`src/rtl/execute_stage_pipe_pkg.sv`:
```
// exec_pkg: opcode, flag-index and FSM-state definitions shared by the EX stage.
`default_nettype none

package exec_pkg;

  localparam logic [2:0] ALU_ADD = 3'b000;
  localparam logic [2:0] ALU_SUB = 3'b001;
  localparam logic [2:0] ALU_AND = 3'b010;
  localparam logic [2:0] ALU_OR  = 3'b011;
  localparam logic [2:0] ALU_NOT = 3'b100;
  localparam logic [2:0] ALU_SHL = 3'b101;
  localparam logic [2:0] ALU_SHR = 3'b110;
  localparam logic [2:0] ALU_MUL = 3'b111;

  localparam int FLG_Z = 0;
  localparam int FLG_N = 1;
  localparam int FLG_C = 2;

  typedef enum logic [1:0] {
    S_IDLE = 2'd0,
    S_MUL  = 2'd1,
    S_DONE = 2'd2
  } state_t;

endpackage

`default_nettype wire

```
`src/rtl/execute_stage_pipe_if.sv`:
```
// execute_stage_pipe_if: ID/EX operand handshake and EX/MEM result bus.
`default_nettype none

interface execute_stage_pipe_if #(
  parameter int WIDTH = 16,
  parameter int DST_W = 3
);
  logic             in_valid;
  logic             in_ready;
  logic [WIDTH-1:0] op1;
  logic [WIDTH-1:0] op2;
  logic [2:0]       alu_mode;
  logic [DST_W-1:0] dst_in;
  logic             stall;
  logic             flush;
  logic             out_valid;
  logic [WIDTH-1:0] result_r;
  logic [DST_W-1:0] dst_r;
  logic [2:0]       flags_r;

  modport master (
    output in_valid, op1, op2, alu_mode, dst_in, stall, flush,
    input  in_ready, out_valid, result_r, dst_r, flags_r
  );

  modport slave (
    input  in_valid, op1, op2, alu_mode, dst_in, stall, flush,
    output in_ready, out_valid, result_r, dst_r, flags_r
  );
endinterface

`default_nettype wire

```
`src/rtl/execute_stage_pipe_mul.sv`:
```
// mul_iter: iterative shift-add multiplier, one partial product per cycle, WIDTH cycles.
`default_nettype none

module mul_iter #(
  parameter int WIDTH = 16
) (
  input  logic             clk,
  input  logic             reset,
  input  logic             clear,
  input  logic             start,
  input  logic [WIDTH-1:0] op_a,
  input  logic [WIDTH-1:0] op_b,
  output logic             busy,
  output logic             done,
  output logic [WIDTH-1:0] product
);
  localparam int CNT_W = $clog2(WIDTH);

  logic [WIDTH-1:0] a_q, b_q, acc_q;
  logic [CNT_W-1:0] cnt_q;
  logic             busy_q;

  // done marks the cycle in which the final iteration is being committed
  assign done    = busy_q && (cnt_q == CNT_W'(WIDTH - 1));
  assign busy    = busy_q;
  assign product = acc_q;

  always_ff @(posedge clk or posedge reset) begin
    if (reset) begin
      a_q    <= '0;
      b_q    <= '0;
      acc_q  <= '0;
      cnt_q  <= '0;
      busy_q <= 1'b0;
    end else if (clear) begin
      acc_q  <= '0;
      cnt_q  <= '0;
      busy_q <= 1'b0;
    end else if (start) begin
      a_q    <= op_a;
      b_q    <= op_b;
      acc_q  <= '0;
      cnt_q  <= '0;
      busy_q <= 1'b1;
    end else if (busy_q) begin
      if (b_q[0]) acc_q <= acc_q + a_q;
      a_q   <= a_q << 1;
      b_q   <= b_q >> 1;
      cnt_q <= cnt_q + 1'b1;
      if (done) busy_q <= 1'b0;
    end
  end
endmodule

`default_nettype wire

```
`src/rtl/execute_stage_pipe.sv`:
```
// execute_stage_pipe: EX stage with single-cycle ALU, iterative MUL, flags and the EX/MEM register.
`default_nettype none

module execute_stage_pipe
  import exec_pkg::*;
#(
  parameter int WIDTH = 16,
  parameter int DST_W = 3,
  parameter int SH_W  = 4
) (
  input  logic                  clk,
  input  logic                  reset,
  execute_stage_pipe_if.slave   bus
);
  state_t           state_q, state_d;
  logic             out_valid_q;
  logic [WIDTH-1:0] result_q;
  logic [DST_W-1:0] dst_q, mul_dst_q;
  logic [2:0]       flags_q;

  logic             accept, start_mul;
  logic             mul_busy, mul_done;
  logic [WIDTH-1:0] mul_prod;

  logic [WIDTH:0]   alu_wide;
  logic [WIDTH-1:0] alu_res;
  logic             alu_c;
  logic [SH_W-1:0]  amt;
  logic [2:0]       alu_flags, mul_flags;

  assign bus.in_ready  = !reset && (state_q == S_IDLE) && !mul_busy && !bus.stall && !bus.flush;
  assign accept        = bus.in_valid && bus.in_ready;
  assign start_mul     = accept && (bus.alu_mode == ALU_MUL);
  assign amt           = bus.op2[SH_W-1:0];

  assign bus.out_valid = out_valid_q;
  assign bus.result_r  = result_q;
  assign bus.dst_r     = dst_q;
  assign bus.flags_r   = flags_q;

  mul_iter #(.WIDTH(WIDTH)) u_mul (
    .clk     (clk),
    .reset   (reset),
    .clear   (bus.flush),
    .start   (start_mul),
    .op_a    (bus.op1),
    .op_b    (bus.op2),
    .busy    (mul_busy),
    .done    (mul_done),
    .product (mul_prod)
  );

  // Carry/borrow and the shifted-out bit all fall out of a WIDTH+1 wide intermediate
  always_comb begin
    alu_wide = '0;
    alu_res  = '0;
    alu_c    = 1'b0;
    case (bus.alu_mode)
      ALU_ADD: begin
        alu_wide = {1'b0, bus.op1} + {1'b0, bus.op2};
        alu_res  = alu_wide[WIDTH-1:0];
        alu_c    = alu_wide[WIDTH];
      end
      ALU_SUB: begin
        alu_wide = {1'b0, bus.op1} - {1'b0, bus.op2};
        alu_res  = alu_wide[WIDTH-1:0];
        alu_c    = alu_wide[WIDTH];
      end
      ALU_AND: alu_res = bus.op1 & bus.op2;
      ALU_OR:  alu_res = bus.op1 | bus.op2;
      ALU_NOT: alu_res = ~bus.op1;
      ALU_SHL: begin
        alu_wide = {1'b0, bus.op1} << amt;
        alu_res  = alu_wide[WIDTH-1:0];
        alu_c    = alu_wide[WIDTH];
      end
      ALU_SHR: begin
        alu_wide = {bus.op1, 1'b0} >> amt;
        alu_res  = alu_wide[WIDTH:1];
        alu_c    = alu_wide[0];
      end
      default: ;
    endcase
  end

  always_comb begin
    alu_flags        = '0;
    alu_flags[FLG_Z] = (alu_res == '0);
    alu_flags[FLG_N] = alu_res[WIDTH-1];
    alu_flags[FLG_C] = alu_c;
    mul_flags        = '0;
    mul_flags[FLG_Z] = (mul_prod == '0);
    mul_flags[FLG_N] = mul_prod[WIDTH-1];
  end

  always_comb begin
    state_d = state_q;
    case (state_q)
      S_IDLE:  if (start_mul) state_d = S_MUL;
      S_MUL:   if (bus.flush) state_d = S_IDLE;
               else if (mul_done) state_d = S_DONE;
      S_DONE:  if (bus.flush || !bus.stall) state_d = S_IDLE;
      default: state_d = S_IDLE;
    endcase
  end

  always_ff @(posedge clk or posedge reset) begin
    if (reset) begin
      state_q     <= S_IDLE;
      out_valid_q <= 1'b0;
      result_q    <= '0;
      dst_q       <= '0;
      flags_q     <= '0;
      mul_dst_q   <= '0;
    end else begin
      state_q <= state_d;
      if (start_mul) mul_dst_q <= bus.dst_in;
      if (bus.flush) begin
        out_valid_q <= 1'b0;
      end else if (bus.stall) begin
        out_valid_q <= out_valid_q;
      end else if (accept && !start_mul) begin
        out_valid_q <= 1'b1;
        result_q    <= alu_res;
        dst_q       <= bus.dst_in;
        flags_q     <= alu_flags;
      end else if (state_q == S_DONE) begin
        out_valid_q <= 1'b1;
        result_q    <= mul_prod;
        dst_q       <= mul_dst_q;
        flags_q     <= mul_flags;
      end else begin
        out_valid_q <= 1'b0;
      end
    end
  end
endmodule

`default_nettype wire

```
`src/flat_wrapper.sv`:
```
// flat-port wrapper written by rule: the top's interface ports become plain ports
module execute_stage_pipe_flat import exec_pkg::*;
#(
  parameter int WIDTH = 16,
  parameter int DST_W = 3,
  parameter int SH_W  = 4
)
  (clk, reset, bus_in_valid, bus_op1, bus_op2, bus_alu_mode, bus_dst_in, bus_stall, bus_flush, bus_in_ready, bus_out_valid, bus_result_r, bus_dst_r, bus_flags_r);
  execute_stage_pipe_if #(.WIDTH(WIDTH), .DST_W(DST_W)) bus_i ();
  input  logic clk;
  input  logic reset;
  input wire logic [$bits(bus_i.in_valid)-1:0] bus_in_valid;
  input wire logic [$bits(bus_i.op1)-1:0] bus_op1;
  input wire logic [$bits(bus_i.op2)-1:0] bus_op2;
  input wire logic [$bits(bus_i.alu_mode)-1:0] bus_alu_mode;
  input wire logic [$bits(bus_i.dst_in)-1:0] bus_dst_in;
  input wire logic [$bits(bus_i.stall)-1:0] bus_stall;
  input wire logic [$bits(bus_i.flush)-1:0] bus_flush;
  output wire logic [$bits(bus_i.in_ready)-1:0] bus_in_ready;
  output wire logic [$bits(bus_i.out_valid)-1:0] bus_out_valid;
  output wire logic [$bits(bus_i.result_r)-1:0] bus_result_r;
  output wire logic [$bits(bus_i.dst_r)-1:0] bus_dst_r;
  output wire logic [$bits(bus_i.flags_r)-1:0] bus_flags_r;
  assign bus_i.in_valid = bus_in_valid;
  assign bus_i.op1 = bus_op1;
  assign bus_i.op2 = bus_op2;
  assign bus_i.alu_mode = bus_alu_mode;
  assign bus_i.dst_in = bus_dst_in;
  assign bus_i.stall = bus_stall;
  assign bus_i.flush = bus_flush;
  assign bus_in_ready = bus_i.in_ready;
  assign bus_out_valid = bus_i.out_valid;
  assign bus_result_r = bus_i.result_r;
  assign bus_dst_r = bus_i.dst_r;
  assign bus_flags_r = bus_i.flags_r;
  execute_stage_pipe #(.WIDTH(WIDTH), .DST_W(DST_W), .SH_W(SH_W)) u_core (.clk(clk), .reset(reset), .bus(bus_i));
endmodule
```
`config.mk`:
```
export PLATFORM = sky130hd
export DESIGN_NAME = execute_stage_pipe_flat
export DESIGN_NICKNAME = d
export VERILOG_FILES = /design/src/rtl/execute_stage_pipe_pkg.sv /design/src/rtl/execute_stage_pipe_if.sv /design/src/rtl/execute_stage_pipe_mul.sv /design/src/rtl/execute_stage_pipe.sv /design/src/flat_wrapper.sv
export SDC_FILE = /design/constraint.sdc
export NUM_CORES = 1
export LEC_CHECK = 0
export CAP_MARGIN = 20
export CORE_MARGIN = 5
export CORE_UTILIZATION = 50
export DETAILED_ROUTE_END_ITERATION = 6
export PLACE_DENSITY = 0.74
export SLEW_MARGIN = 0
export SYNTH_ARGS = -nofsm -noshare
export SYNTH_HDL_FRONTEND = slang
export SYNTH_SLANG_ARGS = --single-unit
```
`constraint.sdc`:
```
create_clock -name clk -period 3.3 [get_ports clk]
set_input_delay 0.66 -clock clk [delete_from_list [all_inputs] [get_ports clk]]
set_output_delay 0.66 -clock clk [all_outputs]
set_load 0.01 [all_outputs]
```
==> impl_results.md <==
- Status: complete, no violations
- Antenna viol nets, final: 0
- Synth top area share: 0.2486
- Via Count: 9,105
- IO buf count: 66
- Capturing point of the worst reg2reg path: u_core.u_mul.product[14]$_DFFE_PP0P_
- Top cells by area, synth: dfrtp_1 (25%), ha_1 (11%), nand2_1 (6.6%)
- Synth cell count leaders: nand2_1 (141), nor2_1 (113), dfrtp_1 (80), o21ai_0 (69), ha_1 (68)
- Reg2Reg Depth: 13
- YS warnings: 0
- Layout cells sized above 1: 0.2884
- Drt drc: 0
- Row count: 46
- Hold depth: 2
- DRT iter0 DRCs: 979
- Die width: 136.9 um
- Clk buf depth: 2
- Post-synth EDFFs: 0
- Pwr dens: 335.3 mW/mm^2
- RSZ-0062 raised after global routing: true
- R2r setup slk: 0.16 ns
- Synth area leader: dfrtp_1
- H-tree Lvls: 3
- Mapped cell area: 0.008053 mm^2
- Cells after synthesis: 1,027
- Initial core utilization: 0.5088
- Clock latency on the worst-skew pair: 0.35 ns
- Die area: 0.01874 mm^2
- Worst r2r src: u_core.u_mul.a_q[0]$_DFFE_PP0P_
- Yosys reg bits: 80
- Final setup viols: 0
- Kind of critical path: in -> reg
- Global Route Usage Sum: 0.3290
- # nets final: 1,371
- Mapped Nets: 1,141
- GR Overflow Total: 0
- Maximum VDD drop: 321.7 uV
- Static Leakage: 5.015 nW
- Drt pass-1 iters: 6
- Placed Instance Area: 0.01039 mm^2
- Setup crit end: u_core.bus.flags_r[0]$_DFFE_PP0P_
- Most used DFF post-synth: dfrtp_1
- Post-synth cell types: 72
- Max Cap Violations: 0
- Hold Startpoint: u_core.bus.result_r[4]$_DFFE_PP0P_
- Crit path launch type: primary input
- Setup ws final: 0.05762 ns
- Slew margin rel.: 0.5498
- GP Congestion: 1.105
- CP arrival: 3.52 ns
- Clock Tree Root: clkbuf_16
- Clock slew at reported path FFs: 0.07 ns
- Max Fclk: 0.3084 GHz
- Hold buffers post-CTS: 0
- Sequential area share after synthesis: 0.2486
- Final Cell Area: 0.01134 mm^2
- Pin count of the biggest net entering global routing: 81
- Setup crit end kind: register
- CP Launch Point: bus_op1[7]
- Fin crit share: 0.9825
- TritonCTS Buffers: 9
- Most numerous cell in the Yosys netlist: nand2_1
- Antenna violations before repair: 1
- CTS tree: yes
- Worst clock skew: 0.005972 ns
- Hold Vio Cnt, Final: 0
- Max-slew violation count: 0
- DR WL/cell: 21.05 um
- Min Tclk post-route: 3.242 ns
- Core Region: 0.01583 mm^2
- Vias in the first global route: 8,636
- HP Class: reg -> reg
- CTS sink cnt: 80
- First-pass GRT wire length: 47,600 um
- Crit Path Max Fanout: 8
- Die Height: 136.9 um
- Least-Margin Pin Slew: 0.6736 ns
- Pre-CTS setup slack: -0.6561 ns
- Drt total wl: 31,110 um
- Number of diodes: 0
- Syn_area_per_cell: 7.841 um^2
- Filler cell count: 1,216
- Routed vias/inst: 6.160
- Worst path required time: 3.58 ns
- Area grow syn2layout: 40.80%
- Async SR Flop Fraction: 1.000
- Detail Placement HPWL: 23,380 um
- I/O pin cnt: 67
- Post-Route Setup TNS: 0 ns
-- power breakdown --
group	switching (W)	internal (W)
registers	0.000108	0.00112
clock network	0.000455	0.000524
logic	0.000846	0.000751
total	0.00141	0.00239
-- cells by family after synthesis --
group	after synthesis	synth area share
AND/OR/NAND/NOR	368	0.2076
XOR/XNOR	26	0.02828
buffers and inverters	120	0.06200
flip-flops	80	0.2486
AO/OA/AOI/OAI	306	0.2452
multiplexers	56	0.09525
adder cells (fa/ha/maj)	71	0.1131
-- metrics by stage --
stage	utilization	cells	power [W]	hold WS [ns]
4_1_cts	0.6986	1474	0.003707	0.4808
3_5_place_dp	0.6561	1448	0.002641	0.4666
3_3_place_gp	0.6561	1448	0.002620	0.4534
2_1_floorplan	-	1027	0.002019	0.4371
5_1_grt	0.7164	1478	0.003988	0.5046
6_report	0.7164	1478	0.003801	0.4773
-- flip-flops by register name (all words and copies together), names as in the netlist --
name                  flops
u_core.u_mul.a_q         16
u_core.u_mul.b_q         16
u_core.u_mul.product     16
u_core.bus.result_r      15
u_core.u_mul.cnt_q        4
u_core.bus.dst_r          3
u_core.bus.flags_r        3
u_core.mul_dst_q          3
u_core.state_q            2
u_core.bus.out_valid      1
u_core.u_mul.busy         1
-- worst min path at each step --
stage | end | slack, ns
2_1_floorplan | u_core.state_q[0]$_DFFE_PP0P_ | 0.44
3_3_place_gp | u_core.state_q[0]$_DFFE_PP0P_ | 0.45
3_5_place_dp | u_core.mul_dst_q[1]$_DFFE_PP0P_ | 0.47
4_1_cts | u_core.mul_dst_q[1]$_DFFE_PP0P_ | 0.48
5_1_grt | u_core.state_q[0]$_DFFE_PP0P_ | 0.50
6_report | u_core.bus.result_r[4]$_DFFE_PP0P_ | 0.48
-- placed cells by master (no fill, tap or decap), types with 16 or more instances in the layout --
master,count
o21ai_0,61
dfrtp_1,80
mux4_2,16
nand3_1,19
nand2_1,141
inv_1,34
clkdlybuf4s50_1,50
buf_4,215
a22oi_1,18
mux2i_1,35
a21oi_1,53
nor2_1,109
xnor2_1,16
ha_1,48
a31oi_1,36
-- critical path, stage by stage --
cell and delay (ns):
clkdlybuf4s50_1 0.43, buf_4 0.21, ha_1 0.23, or4_1 0.47
o22ai_1 0.21, xnor2_1 0.16, buf_4 0.16, o21ai_0 0.10
a21oi_1 0.28, nand4_1 0.17, nor4_2 0.16, nand4b_1 0.13
o21ai_1 0.14
-- area by class of cell --
type	instances	area, um^2	share of cell area
Timing Repair Buffer	293	2465	0.2174
Sequential cell	80	2002	0.1766
Inverter	46	173.9	0.01534
Multi-Input combinational cell	827	6140	0.5415
Clock inverter	7	62.56	0.005518
Tap cell	216	270.3	0.02384
Clock buffer	9	225.2	0.01986
-- metal layers --
metal | vias to the layer above | share of wire | track usage
met4 | 2 | 0.039 | 0.1220
met5 | - | 0.00035 | 0
li1 | 4175 | - | -
met2 | 458 | 0.44 | 0.4995
met3 | 90 | 0.090 | 0.07132
met1 | 4380 | 0.43 | 0.4613
-- repair_timing --
| action | 4_1_cts | 5_1_grt |
|---|---|---|
| pin swaps | 21 | 34 |
| endpoints found under the setup margin | 9 | 12 |
| buffers inserted | 10 | 5 |
| resized for setup | 70 | 56 |
(Power assumes the default switching activity.)
